File: src/rtl/regfile_sb_pkg.sv
// Shared types and width defaults for the regfile_sb register file.
package regfile_sb_pkg;

    localparam int DEF_DATA_W   = 32;
    localparam int DEF_ADDR_W   = 5;
    localparam int DEF_NUM_READ = 2;

    typedef enum logic {
        CLEAR = 1'b0,
        RUN   = 1'b1
    } state_t;

    // Low bit of port k's field in a flattened multi-port bus.
    function automatic int slice_lo(input int port, input int width);
        return port * width;
    endfunction

endpackage

File: src/rtl/rf_scoreboard.sv
// Pending-result scoreboard: one bit per register plus a running count of set bits.
module rf_scoreboard #(
    parameter int ADDR_W = 5
) (
    input  logic                   clock,
    input  logic                   reset,
    input  logic                   i_run,
    input  logic                   i_wr_en,
    input  logic [ADDR_W-1:0]      i_wr_addr,
    input  logic                   i_rsv_en,
    input  logic [ADDR_W-1:0]      i_rsv_addr,
    output logic [2**ADDR_W-1:0]   o_pending,
    output logic [ADDR_W:0]        o_pend_cnt
);

    logic [2**ADDR_W-1:0] r_pending;
    logic [ADDR_W:0]      r_cnt;
    logic                 w_wr;
    logic                 w_rsv;
    logic                 w_inc;
    logic                 w_dec;

    assign w_wr  = i_run && i_wr_en  && (i_wr_addr  != '0);
    assign w_rsv = i_run && i_rsv_en && (i_rsv_addr != '0);

    // A same-address reserve keeps the bit set, so the write must not decrement.
    assign w_inc = w_rsv && !r_pending[i_rsv_addr];
    assign w_dec = w_wr && r_pending[i_wr_addr] && !(w_rsv && (i_rsv_addr == i_wr_addr));

    always_ff @(posedge clock) begin
        if (reset) begin
            r_pending <= '0;
            r_cnt     <= '0;
        end else begin
            if (w_wr)
                r_pending[i_wr_addr] <= 1'b0;
            if (w_rsv)
                r_pending[i_rsv_addr] <= 1'b1;
            if (w_inc && !w_dec)
                r_cnt <= r_cnt + 1'b1;
            else if (w_dec && !w_inc)
                r_cnt <= r_cnt - 1'b1;
        end
    end

    assign o_pending  = r_pending;
    assign o_pend_cnt = r_cnt;

endmodule

File: src/rtl/regfile_sb.sv
// Register file with N combinational read ports, one write port, optional write bypass
// and a pending scoreboard; storage is zeroed by a sweep after reset.
module regfile_sb
    import regfile_sb_pkg::*;
#(
    parameter int DATA_W   = DEF_DATA_W,
    parameter int ADDR_W   = DEF_ADDR_W,
    parameter int NUM_READ = DEF_NUM_READ,
    parameter int BYPASS   = 1
) (
    input  logic                         clock,
    input  logic                         reset,
    input  logic [NUM_READ*ADDR_W-1:0]   i_rd_addr,
    output logic [NUM_READ*DATA_W-1:0]   o_rd_data,
    output logic [NUM_READ-1:0]          o_rd_busy,
    input  logic                         i_wr_en,
    input  logic [ADDR_W-1:0]            i_wr_addr,
    input  logic [DATA_W-1:0]            i_wr_data,
    input  logic                         i_rsv_en,
    input  logic [ADDR_W-1:0]            i_rsv_addr,
    output logic                         o_ready,
    output logic [ADDR_W:0]              o_pend_cnt
);

    localparam int DEPTH = 2**ADDR_W;

    state_t              r_state;
    logic [ADDR_W-1:0]   r_ptr;
    logic                r_ready;
    logic [DATA_W-1:0]   r_mem [DEPTH];
    logic [DEPTH-1:0]    w_pending;
    logic                w_run;
    logic                w_mem_we;
    logic [ADDR_W-1:0]   w_mem_addr;
    logic [DATA_W-1:0]   w_mem_din;

    assign w_run = (r_state == RUN);

    always_ff @(posedge clock) begin
        if (reset) begin
            r_state <= CLEAR;
            r_ptr   <= '0;
            r_ready <= 1'b0;
        end else begin
            case (r_state)
                CLEAR: begin
                    r_ptr <= r_ptr + 1'b1;
                    if (r_ptr == '1) begin
                        r_state <= RUN;
                        r_ready <= 1'b1;
                    end
                end
                RUN: r_ready <= 1'b1;
                default: r_state <= CLEAR;
            endcase
        end
    end

    // The sweep and the external write share the single storage write port.
    always_comb begin
        w_mem_we   = 1'b0;
        w_mem_addr = i_wr_addr;
        w_mem_din  = i_wr_data;
        if (!reset) begin
            if (!w_run) begin
                w_mem_we   = 1'b1;
                w_mem_addr = r_ptr;
                w_mem_din  = '0;
            end else if (i_wr_en && (i_wr_addr != '0)) begin
                w_mem_we = 1'b1;
            end
        end
    end

    always_ff @(posedge clock) begin
        if (w_mem_we)
            r_mem[w_mem_addr] <= w_mem_din;
    end

    rf_scoreboard #(.ADDR_W(ADDR_W)) u_sb (
        .clock      (clock),
        .reset      (reset),
        .i_run      (w_run),
        .i_wr_en    (i_wr_en),
        .i_wr_addr  (i_wr_addr),
        .i_rsv_en   (i_rsv_en),
        .i_rsv_addr (i_rsv_addr),
        .o_pending  (w_pending),
        .o_pend_cnt (o_pend_cnt)
    );

    for (genvar k = 0; k < NUM_READ; k++) begin : g_rd
        logic [ADDR_W-1:0] w_addr;
        logic              w_hit;
        logic              w_rsv_hit;
        logic [DATA_W-1:0] w_data;
        logic              w_busy;

        assign w_addr    = i_rd_addr[slice_lo(k, ADDR_W) +: ADDR_W];
        assign w_hit     = (BYPASS != 0) && w_run && i_wr_en && (i_wr_addr == w_addr) && (w_addr != '0);
        assign w_rsv_hit = i_rsv_en && (i_rsv_addr == w_addr);

        always_comb begin
            w_data = '0;
            w_busy = 1'b0;
            if (w_run && (w_addr != '0)) begin
                w_data = w_hit ? i_wr_data : r_mem[w_addr];
                w_busy = w_pending[w_addr] && !(w_hit && !w_rsv_hit);
            end
        end

        assign o_rd_data[slice_lo(k, DATA_W) +: DATA_W] = w_data;
        assign o_rd_busy[k] = w_busy;
    end

    assign o_ready = r_ready;

endmodule

File: config.mk
export PLATFORM = sky130hd
export DESIGN_NAME = regfile_sb
export DESIGN_NICKNAME = d
export VERILOG_FILES = /design/src/rtl/regfile_sb_pkg.sv /design/src/rtl/rf_scoreboard.sv /design/src/rtl/regfile_sb.sv
export SDC_FILE = /design/constraint.sdc
export NUM_CORES = 2
export LEC_CHECK = 0
export ABC_CLOCK_PERIOD_IN_PS = 5600
export CAP_MARGIN = 40
export CELL_PAD_IN_SITES_DETAIL_PLACEMENT = 1
export CELL_PAD_IN_SITES_GLOBAL_PLACEMENT = 1
export CORE_MARGIN = 1.5
export CORE_UTILIZATION = 49
export DETAILED_ROUTE_END_ITERATION = 8
export PLACE_DENSITY_LB_ADDON = 0.1
export SYNTH_ARGS = -nofsm -noshare
export SYNTH_HDL_FRONTEND = slang
export SYNTH_SLANG_ARGS = --single-unit
File: constraint.sdc
create_clock -name clock -period 5.6 [get_ports clock]
set_input_delay 1.68 -clock clock [delete_from_list [all_inputs] [get_ports clock]]
set_output_delay 1.68 -clock clock [all_outputs]
set_load 0.02 [all_outputs]
==> results.sh <==
export IMPL_worst_setup_path_end_kind="primary output"
export IMPL_drc=0
export IMPL_fillerInstances=9082
export IMPL_grt_pass1_vias=36500
export IMPL_port_buffers=128
export IMPL_hold_ws_ns=0.457
export IMPL_arrival_ns=3.89
export IMPL_critical_path_class="in -> out"
export IMPL_die_area_um2=107000
export IMPL_p_per_area_nw_per_um2=288
export IMPL_placed_area_um2=58700
export IMPL_drive_gt1_share_pct=39.0
export IMPL_p_int_mw=13.9
export IMPL_pin_count=129
export IMPL_synth_nets=3076
export IMPL_dr_pass1_iters=6
export IMPL_path_common_cell="buf_4"
export IMPL_dieWidth_um=327
export IMPL_yosys_most_used_dff="edfxtp_1"
export IMPL_cp_required_ns=3.92
export IMPL_grt_max_degree=44
export IMPL_dp_hpwl_um=115000
export IMPL_holdCritPathClass="reg -> reg"
export IMPL_max_clock_path_buffers=3
export IMPL_gp_congestion=0.869
export IMPL_cts_clk_slew_worst_paths_ns=0.06
export IMPL_core_rowCount=118
export IMPL_syn_cell_area_um2=51500
export IMPL_grt_total_usage_pct=34.6
export IMPL_grt_overflow=0
export IMPL_period_minus_slack_ns=5.57
export IMPL_totalNegativeSetupSlack_ns=0
export IMPL_cts_made_buffers=113
export IMPL_clock_fmax_mhz=180
export IMPL_syn_avg_cell_area_um2=17.1
export IMPL_p_sw_share_pct=23.5
export IMPL_yosys_warnings=0
export IMPL_synth_top_area_share_pct=59.7
export IMPL_routed_wirelength_um=184000
export IMPL_tightest_slew_ns=0.857
export IMPL_cap_violations=0
export IMPL_seqPwrFrac_pct=48.8
export IMPL_via_per_inst=6.97
export IMPL_finalHoldViolations=0
export IMPL_grt_pass1_wl_um=265000
export IMPL_yosys_area_top_type="edfxtp_1"
export IMPL_cts_sinks=1069
export IMPL_insertion_delay_ns=0.70
export IMPL_cp_num_buf_inv=8
export IMPL_finClkSkew_ns=0.0262
export IMPL_setup_viol=0
export IMPL_antenna_found_initial=4
export IMPL_cts_tree="built"
export IMPL_num_vias=34500
export IMPL_path_cells="clkdlybuf4s15_2 -> buf_12 -> buf_4 -> xor2_1 -> nor4_2 -> buf_4 -> and3_4 -> buf_4 -> buf_12 -> nor3_1 -> buf_4 -> nor3_2 -> buf_4"
export IMPL_nNetsFinal=3545
export IMPL_synth_edff_count=1024
export IMPL_status="finished, final reports clean"
export IMPL_p_clk_share_pct=40.9
export IMPL_final_cell_area_um2=63200
export IMPL_power_mw=18.2
export IMPL_initial_utilization_pct=49.6
export IMPL_p_sw_mw=4.28
export IMPL_critPathTopFamily="buffers and inverters"
export IMPL_antennaDiodeCount=0
export IMPL_ir_worst_vdd_uv=236
export IMPL_cts_root_buf="clkbuf_16"
export IMPL_slowest_delay_ns=0.32
export IMPL_wl_per_cell_um=37.2
export IMPL_min_period_over_period_pct=99.4
export IMPL_core_um2=104000
export IMPL_cp_slowest_cell="nor4_2"
export IMPL_die_y_um=327
export IMPL_rsz0062_at_grt="yes"
export IMPL_netlist_instances=3012
export IMPL_maxSlewHeadroom_pct=42.8
export IMPL_cp_start_kind="input port"
export IMPL_multi_input_area_um2=19600
export IMPL_cts_htree_levels=3
export IMPL_drt_iter0_drc=4148
export IMPL_pwr_share_comb_pct=10.3
export IMPL_synthTopCellsByArea="edfxtp_1 (60%), mux4_2 (19%), mux2i_1 (4.0%)"
export IMPL_synthDistinctLibCells=59
export IMPL_synth_seq_cells=1069
export IMPL_hold_buffers=0
export IMPL_register_area_um2=31700
export IMPL_area_growth_pct=22.8
export IMPL_finalMaxSlewViolations=0
export IMPL_yosysSeqAreaShare_pct=61.5
export IMPL_cp_max_fo=8
export IMPL_synthArstFlopShare_pct=0
export IMPL_antenna_left=0
export IMPL_p_leak_nw=21.2
-- registers in the layout, indices dropped and copies added, names as in the netlist --
signal / cells
o_ready: 1
r_mem: 1024
r_ptr: 5
r_state: 1
u_sb.o_pend_cnt: 6
u_sb.o_pending: 32
-- cell usage after synthesis (22+ instances only) --
library cell,instances
nor2_1,185
xor2_1,22
clkbuf_1,119
a21oi_1,42
o21a_1,31
a211oi_2,27
nand2_1,56
o22ai_1,94
mux2_2,64
nor3_1,131
mux4_2,424
o211ai_1,61
o22a_1,30
a22oi_1,33
o21ai_0,39
o221ai_1,31
dfxtp_1,45
mux2i_1,204
nor2b_1,45
a221oi_1,30
a221o_1,31
buf_2,71
edfxtp_1,1024
-- logic make-up (layout without fill, tap and decap cells) --
| group | count (synthesis) | in the layout | synth area share (%) |
|---|---|---|---|
| muxes | 692 | 692 | 23.9 |
| AOI/OAI and AO/OA | 472 | 472 | 6.96 |
| and+or+nand+nor | 480 | 480 | 4.41 |
| xor gates and xnor gates | 30 | 30 | 0.510 |
| DFF | 1069 | 1069 | 61.5 |
| buffers and inverters | 261 | 821 | 2.54 |
| adders and majority gates | 8 | 8 | 0.209 |
-- path summary, 6_finish.rpt --
| kind | from | end | slack [ns] | depth (start not counted) |
|---|---|---|---|---|
| worst min register to register | o_ready | o_ready | 0.46 | 2 |
| worst max-delay path | i_rd_addr[2] | o_rd_data[0] | 0.03 | 13 |
| worst max register to register | r_state | u_sb.o_pend_cnt[4] | 1.98 | 13 |
| worst min-delay path | o_ready | o_ready | 0.46 | 2 |
-- power groups by stage --
stage,Clock [mW],Combinational [mW],Sequential (mW)
after global routing,7.75,1.95,8.87
after CTS,7.51,1.85,8.86
after detailed placement,0,1.76,9.03
after floorplan,0,0.956,9.03
after global placement,0,1.73,9.02
final,7.44,1.87,8.87
-- repair_timing --
| action | 4_1_cts | 5_1_grt |
|---|---|---|
| gates cloned | 5 | 0 |
| setup endpoints to repair | 66 | 41 |
| gates resized for setup | 431 | 37 |
| endpoints found under the hold margin | 0 | 0 |
| pin swaps | 34 | 21 |
| buffers inserted | 23 | 1 |
-- metal layers --
metal  track usage, %  share of wire [%]
met1             46.3                 38
met2             55.5                 48
met3             7.01                9.3
met4             15.0                5.0
met5                0              0.014
-- worst register-to-register path, stage by stage, from the launching register on --
cell	delay, ns
dfxtp_1	0.34
buf_4	0.30
nand2_1	0.19
a21oi_1	0.24
nand4_1	0.12
o311ai_0	0.57
ha_1	0.28
inv_1	0.06
ha_1	0.31
nor2b_1	0.15
o21a_1	0.19
o21ai_0	0.18
or3b_2	0.48
a21oi_1	0.15
-- per-stage QoR --
stage               setup WS, ns  cells  util, %
CTS                      -0.0887   4953     60.8
finish                    0.0324   4952     60.9
floorplan                  0.412   3012        -
global route             -0.0114   4952     60.9
detailed placement        -0.997   4722     56.6
global placement           -1.02   4716     56.5
-- layout make-up --
cell class | count | area share, %
Multi-Input combinational cell | 1682 | 31.0
Timing Repair Buffer | 606 | 10.5
Clock inverter | 68 | 0.979
Tap cell | 1380 | 2.73
Inverter | 9 | 0.0534
Sequential cell | 1069 | 50.0
Clock buffer | 138 | 4.70
-- layout by cell type, fill, tap and decap left out, types with 11 or more instances in the layout --
| master | count |
|---|---|
| a211oi_2 | 29 |
| nand2_1 | 50 |
| bufinv_16 | 11 |
| o21a_1 | 24 |
| buf_12 | 143 |
| mux4_2 | 424 |
| nor3_2 | 37 |
| o211ai_1 | 61 |
| nor3_4 | 13 |
| buf_6 | 14 |
| o22a_1 | 30 |
| clkbuf_1 | 21 |
| o221ai_1 | 31 |
| xor2_1 | 22 |
| mux2i_1 | 203 |
| edfxtp_1 | 1024 |
| o21ai_0 | 36 |
| dfxtp_1 | 45 |
| nor2b_1 | 41 |
| a221oi_2 | 12 |
| buf_2 | 32 |
| a22oi_1 | 24 |
| clkinv_1 | 18 |
| a221o_1 | 31 |
| nor3_1 | 82 |
| nor2_4 | 33 |
| a21oi_1 | 42 |
| clkdlybuf4s50_1 | 46 |
| o22ai_1 | 93 |
| clkbuf_16 | 114 |
| clkinv_2 | 33 |
| nor2_1 | 151 |
| buf_4 | 343 |
| mux2_2 | 64 |
Note: power is estimated with default switching activity, not from simulation.
